==> src/rtl/ap_mem_responder.sv <==
// Memory-side responder for an HLS ap_memory single-port array: serves reads from a
// host-preloaded buffer with 1-cycle latency and captures write-backs into a window.
module ap_mem_responder #(
    parameter int DEPTH   = 16,
    parameter int AW      = $clog2(DEPTH),
    parameter int DW      = 8,
    parameter int WIN_LEN = 2
) (
    input  logic                  ap_clk,
    input  logic                  ap_rst_n,
    input  logic                  host_we,
    input  logic [AW-1:0]         host_addr,
    input  logic [DW-1:0]         host_wdata,
    output logic [DW-1:0]         host_rdata,
    input  logic                  start,
    input  logic                  clear,
    input  logic [AW-1:0]         cap_base,
    input  logic [AW-1:0]         data_address0,
    input  logic                  data_ce0,
    input  logic                  data_we0,
    input  logic [DW-1:0]         data_d0,
    output logic [DW-1:0]         data_q0,
    output logic                  armed,
    output logic                  cap_vld,
    output logic [WIN_LEN*DW-1:0] cap_data,
    output logic [AW:0]           rd_cnt,
    output logic [AW:0]           wr_cnt,
    output logic                  err,
    output logic [1:0]            dbg_state
);

    // Accelerator port: an access is presented when data_ce0 is high in a cycle and is
    // taken on that rising edge; there is no back-pressure, so every ce0 is consumed.
    typedef enum logic [1:0] {
        ST_IDLE  = 2'd0,
        ST_ARMED = 2'd1,
        ST_DONE  = 2'd2
    } state_t;

    localparam logic [AW:0] CNT_MAX = '1;

    state_t                state_q, state_d;
    logic [DW-1:0]         data_q0_q, data_q0_d;
    logic [WIN_LEN*DW-1:0] cap_data_q, cap_data_d;
    logic [WIN_LEN-1:0]    flag_q, flag_d;
    logic [AW:0]           rd_cnt_q, rd_cnt_d;
    logic [AW:0]           wr_cnt_q, wr_cnt_d;
    logic                  err_q, err_d;
    logic [AW-1:0]         cap_base_q, cap_base_d;

    logic [DW-1:0]         mem_q [DEPTH];
    logic                  mem_we;
    logic [AW-1:0]         mem_waddr;
    logic [DW-1:0]         mem_wdata;

    logic                  acc_rd, acc_wr, addr_ok, host_ok, serve, start_go, in_win;
    logic [AW:0]           win_end;
    logic [AW-1:0]         off;

    always_comb begin
        acc_rd   = data_ce0 & ~data_we0;
        acc_wr   = data_ce0 & data_we0;
        addr_ok  = (32'(data_address0) < DEPTH);
        host_ok  = (32'(host_addr) < DEPTH);
        serve    = (state_q == ST_ARMED) || (state_q == ST_DONE);
        start_go = (state_q == ST_IDLE) && start && !clear;
        // Window end in AW+1 bits so a base near the top never wraps to address 0.
        win_end  = {1'b0, cap_base_q} + (AW + 1)'(WIN_LEN);
        in_win   = (data_address0 >= cap_base_q) && ({1'b0, data_address0} < win_end);
        off      = data_address0 - cap_base_q;
    end

    always_comb begin
        mem_we    = 1'b0;
        mem_waddr = host_addr;
        mem_wdata = host_wdata;
        if (state_q == ST_IDLE) begin
            mem_we = host_we && host_ok;
        end else if (serve && acc_wr && addr_ok) begin
            mem_we    = 1'b1;
            mem_waddr = data_address0;
            mem_wdata = data_d0;
        end
    end

    always_comb begin
        state_d    = state_q;
        data_q0_d  = data_q0_q;
        cap_data_d = cap_data_q;
        flag_d     = flag_q;
        rd_cnt_d   = rd_cnt_q;
        wr_cnt_d   = wr_cnt_q;
        err_d      = err_q;
        cap_base_d = cap_base_q;

        if (serve && acc_rd) begin
            data_q0_d = addr_ok ? mem_q[data_address0] : '0;
        end
        if ((state_q == ST_IDLE && data_ce0) || (serve && data_ce0 && !addr_ok)) begin
            err_d = 1'b1;
        end

        if (state_q == ST_ARMED) begin
            if (acc_rd && rd_cnt_q != CNT_MAX) rd_cnt_d = rd_cnt_q + 1'b1;
            if (acc_wr && wr_cnt_q != CNT_MAX) wr_cnt_d = wr_cnt_q + 1'b1;
            if (acc_wr && addr_ok && in_win) begin
                for (int k = 0; k < WIN_LEN; k++) begin
                    if (off == AW'(k) && !flag_q[k]) begin
                        cap_data_d[k*DW +: DW] = data_d0;
                        flag_d[k]              = 1'b1;
                    end
                end
            end
            if (&flag_d) state_d = ST_DONE;
        end

        if (start_go) begin
            state_d    = ST_ARMED;
            cap_base_d = cap_base;
            rd_cnt_d   = '0;
            wr_cnt_d   = '0;
            err_d      = 1'b0;
            cap_data_d = '0;
            flag_d     = '0;
        end
        if (clear) begin
            state_d    = ST_IDLE;
            cap_data_d = '0;
            flag_d     = '0;
        end
    end

    always_ff @(posedge ap_clk or negedge ap_rst_n) begin
        if (!ap_rst_n) begin
            state_q    <= ST_IDLE;
            data_q0_q  <= '0;
            cap_data_q <= '0;
            flag_q     <= '0;
            rd_cnt_q   <= '0;
            wr_cnt_q   <= '0;
            err_q      <= 1'b0;
            cap_base_q <= '0;
        end else begin
            state_q    <= state_d;
            data_q0_q  <= data_q0_d;
            cap_data_q <= cap_data_d;
            flag_q     <= flag_d;
            rd_cnt_q   <= rd_cnt_d;
            wr_cnt_q   <= wr_cnt_d;
            err_q      <= err_d;
            cap_base_q <= cap_base_d;
        end
    end

    // The buffer survives reset so host-preloaded contents outlive an aborted run.
    always_ff @(posedge ap_clk) begin
        if (mem_we) mem_q[mem_waddr] <= mem_wdata;
    end

    assign host_rdata = host_ok ? mem_q[host_addr] : '0;
    assign data_q0    = data_q0_q;
    assign armed      = (state_q == ST_ARMED);
    assign cap_vld    = (state_q == ST_DONE);
    assign cap_data   = cap_data_q;
    assign rd_cnt     = rd_cnt_q;
    assign wr_cnt     = wr_cnt_q;
    assign err        = err_q;
    assign dbg_state  = state_q;

endmodule
==> config.mk <==
export PLATFORM = sky130hd
export DESIGN_NAME = ap_mem_responder
export DESIGN_NICKNAME = d
export VERILOG_FILES = /design/src/rtl/ap_mem_responder.sv
export SDC_FILE = /design/constraint.sdc
export NUM_CORES = 1
export LEC_CHECK = 0
export BUFFER_PORTS_ARGS = -buffer_cell sky130_fd_sc_hd__buf_2
export CELL_PAD_IN_SITES_DETAIL_PLACEMENT = 0
export CELL_PAD_IN_SITES_GLOBAL_PLACEMENT = 1
export CORE_ASPECT_RATIO = 0.9
export CORE_MARGIN = 5
export CORE_UTILIZATION = 54
export DETAILED_ROUTE_END_ITERATION = 16
export PLACE_DENSITY_LB_ADDON = 0.2
export SYNTH_ARGS = -nofsm -noshare
export SYNTH_HDL_FRONTEND = slang
export SYNTH_SLANG_ARGS = --single-unit
==> constraint.sdc <==
create_clock -name ap_clk -period 3.94 [get_ports ap_clk]
set_input_delay 0.591 -clock ap_clk [delete_from_list [all_inputs] [get_ports ap_clk]]
set_output_delay 0.591 -clock ap_clk [all_outputs]
set_load 0.02 [all_outputs]
# After elaboration in Yosys (flattened, before gate mapping)
# Memories as Yosys holds them, arrays and structs flattened. A register that Yosys moved wholly into a read port is not among the register bits.
# Index checks and enable logic that the tools add are counted.
# op_classes
muxes,33
shift,0
n_addsub,4
div,0
bitwise,3
mul,0
reduce_logical,33
order_cmp,2
n_eq_ne,5
# ops
op,count
16-bit 2-to-1 mux,4
8-bit 2-to-1 mux,4
5-bit 2-to-1 mux,6
2-bit 2-to-1 mux,9
3-bit nonzero test,5
1-bit logical AND,11
5-bit by 1-bit adder with 5-bit output (second input constant),2
5-bit != test (second input constant),2
1-bit 2-to-1 mux,8
4-bit 2-to-1 mux,2
2-bit AND reduction,4
2-bit nonzero test,4
3-bit AND reduction,2
4-bit by 2-bit adder with 5-bit output (second input constant),1
4-bit by 5-bit < comparator with 1-bit output,1
4-bit by 1-bit == test with 1-bit output (second input constant),1
4-bit >= comparator,1
1-bit zero test,4
4-bit zero test,1
4-bit subtractor,1
1-bit bitwise AND,2
2-bit by 1-bit == test with 1-bit output (second input constant),1
2-bit == test (second input constant),1
2-bit zero test,1
2 further kinds,2
# totals
in_bits,35
out_inout_bits,47
mem_bits_rw,128
elab_cells,89
latchBits,0
memories,1
mem_bits_ro,0
regBits,35
# mem_list
memory,words,word_bits,read_ports,rd_ports_with_merged_regs,write_ports,line_no,rtl
mem_q,16,8,2,1,1,51,logic [DW-1:0] mem_q [DEPTH];

# Longest topological paths before layout
# Gate-level depths: netlist of run 1.
# depth
depth_word,11
depth_mapped,12

# Least setup slack after synthesis of run 1
# Ideal clock, no wire load.
# synth_path
path_kind,input port to flip-flop
startpoint,in data_address0[0]
endpoint,reg cap_data_q[0] (netlist: cap_data[0])
cell_stages,11
setup_ns,0.078
setup_slack_ns,1.151
t_arrival_ns,2.711
cell_sequence,buf_6 -> buf_2 -> inv_1 -> ha_1 -> inv_1 -> fa_1 -> nor3_1 -> o211a_1 -> clkbuf_1 -> nand4_1 -> a21oi_1
# synth_via
elab_chain_cells,5
word_cells_on_any_way,10
# synth_rtl
item,line_no,rtl
"start, declared",18,"input logic [AW-1:0] data_address0,"
4-bit subtractor (tied with other cells),70,off = data_address0 - cap_base_q;
4-bit zero test or 1-bit logical AND (tied branches),"108, 69",
1-bit logical AND (on tied branches),"108, 106",
3-bit nonzero test (no source line),n/a,
3-bit AND reduction (no source line) *,n/a,
"end signal, assigned",146,cap_data_q <= cap_data_d;
"end, declared",44,"logic [WIN_LEN*DW-1:0] cap_data_q, cap_data_d;"
# Every way passes the cells marked *; elsewhere a longest branch is shown, timed or not.
# A chain may end at the register's enable or synchronous reset.

# Final worst setup path of run 1
# layout_path
startpoint,in host_addr[0]
endpoint,out host_rdata[3]
# layout_via
elab_chain_cells,1
# layout_rtl
item,line_no,rtl
"start, declared",12,"input logic [AW-1:0] host_addr,"
memory read 16 x 8 bit,n/a,
"end, declared",14,"output logic [DW-1:0] host_rdata,"
# Every way passes these cells.

==> metrics.txt, run 1 <==
status=complete, no violations; die width=141 µm; Final Wtd Congestion=0.885; Setup Crit Path Kind=primary input to primary output; Syn Inst Count=508; post-place setup slack=0.836 ns; EDFF count, synth=128; worst rel slew slack=23.9%; final worst path period share=79.0%; Buffers & Inverters on Critical Path=3; worst path required time=3.35 ns; hold buffer count at cts=0; pwr dens=455 nW/µm²; fillcell total=1073; slowest stage delay, CP=0.53 ns; GRT overflow=0; count leader, synth=edfxtp_1; critical path's slowest cell=mux4_2; Final HPWL DP=14.0 mm; top cells by area, synth=edfxtp_1, mux4_2, dfrtp_1, mux2_2, ha_1; max-slew violation count=0; Total Wirelength=20.1 mm; fmax=321 MHz; mean routed wirelength per cell=24.9 µm; GRT Overall Usage=23.4%; synthesized area=8290 µm²; ANT cells=0; Yosys warnings=0; CTS root buf=clkbuf_16; Final min period=3.11 ns; CTS tree=built; largest net degree at the start of global routing=44; core area=15200 µm²; Clock Path Buffers=2; # setup viols final=0; ys async rst share=25.1%; CP startpoint kind=primary input; IO Port Bufs=81; fin nets=643; synthesized net count=559; worst setup margin=0.828 ns; Routed Antenna Nets=0; setup TNS=0 ns; #FFs+latches synth=171; area leader, netlist=edfxtp_1; DR iter-0 viols=462; Vias per Instance=6.39; CP Capture Type=primary output; CP max FO=14; antenna violations before repair=0; cts bufs inserted=17; Synth top area share=46.4%; via count=5154; Die Ht=128 µm; sequential area share after synthesis=59.3%; peak supply drop=424 µV; DIE AREA=17900 µm²; LEAKAGE=3.66 nW; initial core utilization=54.4%; Largest delay share family, worst path=multiplexers; CTS sink cnt=171; Min-Delay Path Class=primary input to asynchronous set/reset pin; final hold vios=0; total iterations of the first detailed-routing run=5; Worst Max-Slew Pin Slew=1.14 ns; clock slew at reported path FFs=0.07 ns; Distinct cells, synth=43; max capacitance violation total=0; PostCTS Resize Cnt=0; first-pass GRT wire length=30.9 mm; DRC violations left=0; Ports=82; most frequent cells after synthesis=edfxtp_1, mux4_2, dfrtp_1; vias in the first global route=5009; crit path DAT=2.52 ns; H-tree lvl count=4; layout cells sized above 1=35.4%; unrepaired setup endpoints after global routing=false; clock skew=0.0131 ns; Clk Latency, worst-skew pair=0.44 ns; # Post-CTS Setup Buffers=0; site row count=43; CP Cell Sequence=buf_2 -> buf_12 -> mux4_2 -> mux4_2 -> buf_2; Mean Syn Cell Area=16.3 µm²; area grow syn2layout=15.2%; prevailing post-synth register cell=edfxtp_1
==> worst paths after layout <==
check	from	to	slack, ns	cells after the start
max	host_addr[0]	host_rdata[3]	0.83	5
max in group asynchronous	ap_rst_n	cap_data[11]$_DFFE_PN0P_	3.01	1
max reg2reg	dbg_state[0]$_DFFE_PN0P_	mem_q[1][6]$_DFFE_PP_	1.10	7
min in group ap_clk	cap_base[3]	cap_base_q[3]$_DFFE_PN0P_	0.36	3
min reg2reg	err$_DFFE_PN0P_	err$_DFFE_PN0P_	0.51	2
min	ap_rst_n	rd_cnt[2]$_DFFE_PN0P_	0.32	1
==> through the flow <==
stage	std cells	util (%)	power, W	area, µm²	hold slack (ns)
2_1_floorplan	508	-	0.00247	8290	0.295
3_3_place_gp	775	58.6	0.00265	8930	0.478
3_5_place_dp	775	58.6	0.00266	8930	0.495
4_1_cts	807	62.7	0.00437	9550	0.343
5_1_grt	807	62.7	0.00451	9550	0.374
6_report	807	62.7	0.00435	9550	0.324
==> area by class of cell <==
cell class	count	area [µm²]	share of cell area, %
clock inverter	15	201	2.11
sequential	171	4920	51.5
timing repair buffer	95	536	5.61
inverter	15	56.3	0.589
clock buffer	17	425	4.45
tap	202	253	2.65
multi-input combinational	292	3160	33.1
==> placed cells by master (no fill, tap or decap), types with 2 or more instances in the layout <==
cell type and instances:
mux4_2 66, dfrtp_1 43, a31oi_1 8, mux2i_1 18
nand4_1 10, and3_1 4, clkbuf_16 17, buf_2 81
a21oi_1 16, a32oi_1 2, ha_1 15, inv_1 14
a221o_1 8, nor3b_1 2, clkinv_4 2, inv_8 5
nor3_1 12, a21o_1 3, buf_4 12, mux2_2 18
a2bb2oi_1 2, mux4_1 6, nand2_1 33, o21ai_0 13
buf_12 2, nor2_1 33, nand3b_1 2, nand4b_1 2
edfxtp_1 128, clkinv_8 5, xnor2_1 2, xor2_1 6
==> report_power, final <==
group / switching [W] / internal (W)
clock: 0.000802 / 0.000921
combinational: 0.000340 / 0.000235
sequential: 0.0000410 / 0.00201
==> cell families after synthesis <==
group | synth area share (%)
multiplexers | 24.4
XOR/XNOR | 0.845
adder cells (fa/ha/maj) | 2.51
flip-flops | 59.3
AO/OA/AOI/OAI | 4.51
buffers and inverters | 2.51
AND/OR/NAND/NOR | 5.84
==> registers in the layout, summed over array words and instances, names as in the netlist <==
name,flops
mem_q,128
cap_data,16
data_q0,8
rd_cnt,5
wr_cnt,5
cap_base_q,4
dbg_state,2
flag_q,2
err,1
==> routing by layer <==
layer / vias to the layer above / global-route usage, % / wire length [µm]
li1: 2224 / - / -
met1: 2623 / 34.0 / 8430
met2: 290 / 34.9 / 9400
met3: 17 / 7.90 / 2120
met4: 0 / 5.13 / 176
met5: - / 0 / 0
==> worst register-to-register path, cell delays in order, from the launching register on <==
cell and delay (ns):
dfrtp_1 0.39, inv_1 0.08, ha_1 0.30, nand4b_1 0.22, buf_4 0.23, nor3_1 0.18, a31oi_1 0.12, nor2_1 0.93
No activity file was read; power rests on OpenSTA's default activity.
==> run 2, diff against run 1 <==
Settings changed: ABC_AREA set to 1, CORE_UTILIZATION 54 to 46.
Clock period 3.94 ns to 3.05 ns, I/O delays scaled along.
==> run 2 against run 1 <==
Sequential cell count is the same; cell count grew 51%; first-iteration DRC count grew 57%; global-route usage shrank 0.15 points; worst hold slack lost 0.14 ns; synthesized cell count grew 73%; register-to-register slack lost 0.81 ns; core utilization shrank 8.9 points; clock skew shrank 0.0042 ns; critical endpoint is now mem_q[2][4]$_DFFE_PP_.
==> metrics.txt, run 2 <==
status=complete, no violations (unchanged); H-tree lvl count=4 (unchanged); total iterations of the first detailed-routing run=5 (unchanged); core area=18300 µm² (was 15200 µm²); Ports=82 (unchanged); count leader, synth=nor2_1 (was edfxtp_1); Distinct cells, synth=32 (was 43); peak supply drop=369 µV (was 424 µV); Syn Inst Count=877 (was 508); IO Port Bufs=81 (unchanged); ANT cells=0 (unchanged); largest net degree at the start of global routing=72 (was 44); Routed Antenna Nets=0 (unchanged); Clock Path Buffers=2 (unchanged); Worst Max-Slew Pin Slew=0.950 ns (was 1.14 ns); antenna violations before repair=0 (unchanged); Synth top area share=45.0% (was 46.4%); sequential area share after synthesis=57.7% (was 59.3%); Buffers & Inverters on Critical Path=1 (was 3); max capacitance violation total=0 (unchanged); Mean Syn Cell Area=9.73 µm² (was 16.3 µm²); Final min period=2.76 ns; most frequent cells in the layout=nor2_1, o21ai_0, edfxtp_1 (was edfxtp_1, buf_2, mux4_2); die width=154 µm (was 141 µm); synthesized net count=928 (was 559); Die Ht=139 µm (was 128 µm); layout cells sized above 1=19.1% (was 35.4%); Setup Crit Path Kind=flop to flop (was primary input to primary output); CP max FO=17 (was 14); slowest stage delay, CP=0.58 ns (was 0.53 ns); hold slack=0.181 ns (was 0.324 ns); GRT overflow=0 (unchanged); CP startpoint kind=flop (was primary input); Clk Latency, worst-skew pair=0.43 ns (was 0.44 ns); Yosys warnings=0 (unchanged); mean routed wirelength per cell=20.3 µm (was 24.9 µm); Largest delay share family, worst path=simple AND/OR/NAND/NOR gates (was multiplexers); most frequent cells after synthesis=nor2_1, o21ai_0, edfxtp_1 (was edfxtp_1, mux4_2, dfrtp_1); unrepaired setup endpoints after global routing=false (unchanged); cts bufs inserted=17 (unchanged); # setup viols final=0 (unchanged); Final Wtd Congestion=0.810 (was 0.885); DR iter-0 viols=724 (was 462); first-pass GRT wire length=38.4 mm (was 30.9 mm); clock skew=0.00883 ns (was 0.0131 ns); clock slew at reported path FFs=0.06 ns (was 0.07 ns); fin nets=1008 (was 643); CTS tree=built (unchanged); DIE AREA=21400 µm² (was 17900 µm²); max-slew violation count=0 (unchanged); fmax=362 MHz; fillcell total=1659 (was 1073); synthesized area=8530 µm² (was 8290 µm²); top cells by area, synth=edfxtp_1, dfrtp_1, o21ai_0, nor2_1, nand2_1 (was edfxtp_1, mux4_2, dfrtp_1, mux2_2, ha_1); Total Wirelength=24.6 mm (was 20.1 mm); initial core utilization=46.7% (was 54.4%); #FFs+latches synth=171 (unchanged); EDFF count, synth=128 (unchanged); area grow syn2layout=15.5% (was 15.2%); Min-Delay Path Class=primary input to asynchronous set/reset pin (unchanged); R2R Setup Slk=0.29 ns (was 1.10 ns); # Post-CTS Setup Buffers=0 (unchanged); number of flip-flops under the largest register name=128 (unchanged); final worst path period share=90.5%; site row count=47 (was 43); CTS sink cnt=171 (unchanged); GRT Overall Usage=23.2% (was 23.4%); critical path's slowest cell=nor2_1 (was mux4_2); worst path required time=3.11 ns (was 3.35 ns); LEAKAGE=3.93 nW (was 3.66 nW); via count=6968 (was 5154); worst rel slew slack=36.6% (was 23.9%); hold buffer count at cts=0 (unchanged); vias in the first global route=6624 (was 5009); CP Cell Sequence=inv_1 -> ha_1 -> nand3b_2 -> o21ai_0 -> nand3_1 -> nor2_1 (was buf_2 -> buf_12 -> mux4_2 -> mux4_2 -> buf_2); area leader, netlist=edfxtp_1 (unchanged); PostCTS Resize Cnt=0 (unchanged); most flop-heavy register=mem_q (unchanged); final hold vios=0 (unchanged); prevailing post-synth register cell=edfxtp_1 (unchanged); setup TNS=0 ns (unchanged); Vias per Instance=5.73 (was 6.39); Final HPWL DP=16.2 mm (was 14.0 mm); CP Capture Type=flop (was primary output); crit path DAT=2.82 ns (was 2.52 ns); CTS root buf=clkbuf_16 (unchanged); DRC violations left=0 (unchanged); ys async rst share=25.1% (unchanged); most common cell after layout, fill and taps aside=nor2_1 (was edfxtp_1); pwr dens=591 nW/µm² (was 455 nW/µm²)
-- run 2: cell count changes in the layout (fill, tap and decap cells not counted), moves of 12 or more --
cell / previous run / this run
buf_4: 12 / 31
inv_1: 14 / 41
mux2i_1: 18 / 0
mux4_2: 66 / 0
nand2_1: 33 / 113
nand3_1: 0 / 35
nor2_1: 33 / 155
o211ai_1: 1 / 13
o21ai_0: 13 / 140
o21ai_2: 0 / 17
o221ai_1: 0 / 39
o22ai_1: 0 / 19
-- run 2: layer usage --
layer	routed length [µm]	part of all wire [%]	vias to the layer above	GRT usage (%)
met3	2300	9.3	41	6.43
met4	493	2.0	0	6.27
met2	10800	44	346	33.6
met5	0	0	-	0
met1	11100	45	3290	34.6
li1	-	-	3291	-
-- run 2: cells by family (layout without fill, tap and decap cells) --
group,count (synthesis),in the layout,synth area share [%]
multiplexers,8,8,1.06
flip-flops,171,171,57.7
buffers and inverters,100,193,4.84
adder cells (fa/ha/maj),16,16,2.43
AND/OR/NAND/NOR,321,321,15.5
AO/OA/AOI/OAI,259,259,18.3
XOR/XNOR,2,2,0.205
-- run 2: path summary, 6_finish.rpt --
| check | start | to | cells after the start |
|---|---|---|---|
| setup / recovery | dbg_state[0]$_DFFE_PN0P_ | mem_q[2][4]$_DFFE_PP_ | 6 |
| setup reg to reg | dbg_state[0]$_DFFE_PN0P_ | mem_q[2][4]$_DFFE_PP_ | 6 |
| max in group asynchronous | ap_rst_n | cap_data[12]$_DFFE_PN0P_ | 1 |
| hold reg to reg | data_q0[1]$_DFFE_PN0P_ | data_q0[1]$_DFFE_PN0P_ | 2 |
| hold / removal | ap_rst_n | rd_cnt[3]$_DFFE_PN0P_ | 1 |
| min in group ap_clk | cap_base[0] | cap_base_q[0]$_DFFE_PN0P_ | 3 |
-- run 2: power breakdown --
group / internal [W] / total, W / switching, W
Clock: 0.00119 / 0.00209 / 0.000896
Sequential: 0.00264 / 0.00272 / 0.0000788
Combinational: 0.000327 / 0.00102 / 0.000689
Total: 0.00415 / 0.00582 / 0.00166
-- run 2: per-stage QoR --
stage / instance area [µm²] / cells / total power, W / utilization [%] / setup slack [ns]
finish: 9850 / 1215 / 0.00582 / 53.9 / 0.289
global route: 9850 / 1215 / 0.00609 / 53.9 / 0.0359
CTS: 9850 / 1215 / 0.00586 / 53.9 / 0.265
detailed placement: 9280 / 1183 / 0.00378 / 50.7 / 0.285
global placement: 9280 / 1183 / 0.00378 / 50.7 / 0.404
floorplan: 8530 / 877 / 0.00343 / - / 0.493
-- run 2: area by class of cell --
cell class	count	area, µm²	area share, %
sequential	171	4920	49.9
multi-input combinational	606	3200	32.5
clock inverter	8	53.8	0.546
inverter	47	176	1.79
timing repair buffer	114	678	6.88
tap	245	307	3.11
clock buffer	24	517	5.25
==> run 3, diff against run 2 <==
Settings changed: ABC_AREA 1 to unset, CORE_UTILIZATION 46 to 50.
==> run 3 against run 2 <==
Routed wire length decreased by 19%; first-iteration DRC count decreased by 29%; sequential share of layout area increased by 1.7 points; clock-buffer cell count decreased by 1; register-to-register slack improved by 0.09 ns.
==> metrics.txt, run 3 (synthesized netlist as in run 1, its figures left out) <==
status=complete, no violations (unchanged); Buffers & Inverters on Critical Path=2 (was 1); GRT overflow=0 (unchanged); Ports=82 (unchanged); clock skew=0.00785 ns (was 0.00883 ns); CTS tree=built (unchanged); DIE AREA=19300 µm² (was 21400 µm²); max capacitance violation total=0 (unchanged); Worst Max-Slew Pin Slew=0.979 ns (was 0.950 ns); Routed Antenna Nets=0 (unchanged); CP Cell Sequence=inv_1 -> ha_1 -> nand4b_1 -> buf_4 -> a21oi_1 -> a2bb2oi_1 -> nor2_1 (was inv_1 -> ha_1 -> nand3b_2 -> o21ai_0 -> nand3_1 -> nor2_1); pwr dens=579 nW/µm² (was 591 nW/µm²); most common cell after layout, fill and taps aside=edfxtp_1 (was nor2_1); share of power burned in registers=48.1% (was 46.7%); total iterations of the first detailed-routing run=5 (unchanged); max-slew violation count=0 (unchanged); CP max FO=22 (was 17); area grow syn2layout=14.8% (was 15.5%); setup TNS=0 ns (unchanged); number of flip-flops under the largest register name=128 (unchanged); # Post-CTS Setup Buffers=0 (unchanged); hold buffer count at cts=0 (unchanged); PostCTS Resize Cnt=0 (unchanged); Final min period=2.67 ns (was 2.76 ns); ANT cells=0 (unchanged); final worst path period share=87.6% (was 90.5%); Final Wtd Congestion=0.843 (was 0.810); mean routed wirelength per cell=24.5 µm (was 20.3 µm); most frequent cells in the layout=edfxtp_1, buf_2, mux4_2 (was nor2_1, o21ai_0, edfxtp_1); final hold vios=0 (unchanged); largest net degree at the start of global routing=44 (was 72); CP startpoint kind=flop (unchanged); fillcell total=1277 (was 1659); crit path DAT=2.72 ns (was 2.82 ns); clock share of power=38.0% (was 35.8%); LEAKAGE=3.64 nW (was 3.93 nW); Clock Path Buffers=2 (unchanged); CTS sink cnt=171 (unchanged); Gate power share=13.8% (was 17.5%); initial core utilization=51.2% (was 46.7%); peak supply drop=472 µV (was 369 µV); site row count=44 (was 47); unrepaired setup endpoints after global routing=false (unchanged); slowest stage delay, CP=0.76 ns (was 0.58 ns); DRC violations left=0 (unchanged); clock slew at reported path FFs=0.06 ns (about the same); via count=5036 (was 6968); critical path's slowest cell=nor2_1 (unchanged); Clk Latency, worst-skew pair=0.43 ns (about the same); Setup Crit Path Kind=flop to flop (unchanged); DR iter-0 viols=513 (was 724); # setup viols final=0 (unchanged); antenna violations before repair=1 (was 0); CTS root buf=clkbuf_16 (unchanged); Total Wirelength=19.9 mm (was 24.6 mm); worst path required time=3.10 ns (was 3.11 ns); worst rel slew slack=34.5% (was 36.6%); Pint=0.00413 W (was 0.00415 W); IO Port Bufs=81 (unchanged); vias in the first global route=5189 (was 6624); Largest delay share family, worst path=simple AND/OR/NAND/NOR gates (unchanged); Switching Share=25.1% (was 28.6%); fin nets=643 (was 1008); Switch Pwr=0.00138 W (was 0.00166 W); Min-Delay Path Class=primary input to asynchronous set/reset pin (unchanged); fmax=374 MHz (was 362 MHz); cts bufs inserted=17 (unchanged); H-tree lvl count=4 (unchanged); CP Capture Type=flop (unchanged); layout cells sized above 1=34.9% (was 19.1%); die width=146 µm (was 154 µm); Pwr Total=0.00551 W (was 0.00582 W); GRT Overall Usage=21.2% (was 23.2%); first-pass GRT wire length=30.8 mm (was 38.4 mm); core area=16200 µm² (was 18300 µm²); Vias per Instance=6.20 (was 5.73); Die Ht=132 µm (was 139 µm); Final HPWL DP=14.1 mm (was 16.2 mm); most flop-heavy register=mem_q (unchanged)
-- run 3: layout make-up --
type / instances / area [µm²] / share of cell area [%]
flip-flops and latches: 171 / 4920 / 51.7
inverters: 15 / 56.3 / 0.591
clock buffers: 23 / 489 / 5.14
well taps: 207 / 259 / 2.72
clock inverters: 9 / 85.1 / 0.894
repair buffers: 95 / 548 / 5.76
multi-input cells: 292 / 3160 / 33.2
-- run 3: per-layer routing --
layer	GRT usage, %	vias to the layer above	part of all wire, %
met5	0	-	0.065
met4	5.75	2	1.1
met3	5.29	27	7.7
met2	33.1	201	49
met1	30.1	2590	43
li1	-	2216	-
-- run 3: path summary, 6_finish.rpt --
path	from	to	slack, ns	depth (start not counted)
setup / recovery	dbg_state[0]$_DFFE_PN0P_	mem_q[1][5]$_DFFE_PP_	0.38	7
hold / removal	ap_rst_n	rd_cnt[4]$_DFFE_PN0P_	0.18	1
setup reg to reg	dbg_state[0]$_DFFE_PN0P_	mem_q[1][5]$_DFFE_PP_	0.38	7
hold reg to reg	data_q0[7]$_DFFE_PN0P_	data_q0[7]$_DFFE_PN0P_	0.51	1
max in group asynchronous	ap_rst_n	flag_q[1]$_DFFE_PN0P_	2.27	1
min in group ap_clk	cap_base[2]	cap_base_q[2]$_DFFE_PN0P_	0.25	3
-- run 3: through the flow --
stage / utilization [%] / instance area, µm² / std cells / setup slack [ns] / hold slack [ns]
finish: 58.8 / 9520 / 812 / 0.378 / 0.180
global route: 58.8 / 9520 / 812 / 0.176 / 0.238
CTS: 58.8 / 9520 / 812 / 0.389 / 0.207
detailed placement: 55.3 / 8950 / 780 / 0.392 / 0.502
global placement: 55.3 / 8950 / 780 / 0.407 / 0.492
floorplan: - / 8290 / 508 / 0.394 / 0.162
-- run 3: power by group through the flow --
| stage | Sequential (W) | Combinational [W] | Clock [W] |
|---|---|---|---|
| 2_1_floorplan | 0.00274 | 0.000449 | 0 |
| 3_3_place_gp | 0.00270 | 0.000757 | 0 |
| 3_5_place_dp | 0.00270 | 0.000765 | 0 |
| 4_1_cts | 0.00265 | 0.000769 | 0.00213 |
| 5_1_grt | 0.00266 | 0.000830 | 0.00223 |
| 6_report | 0.00265 | 0.000763 | 0.00209 |
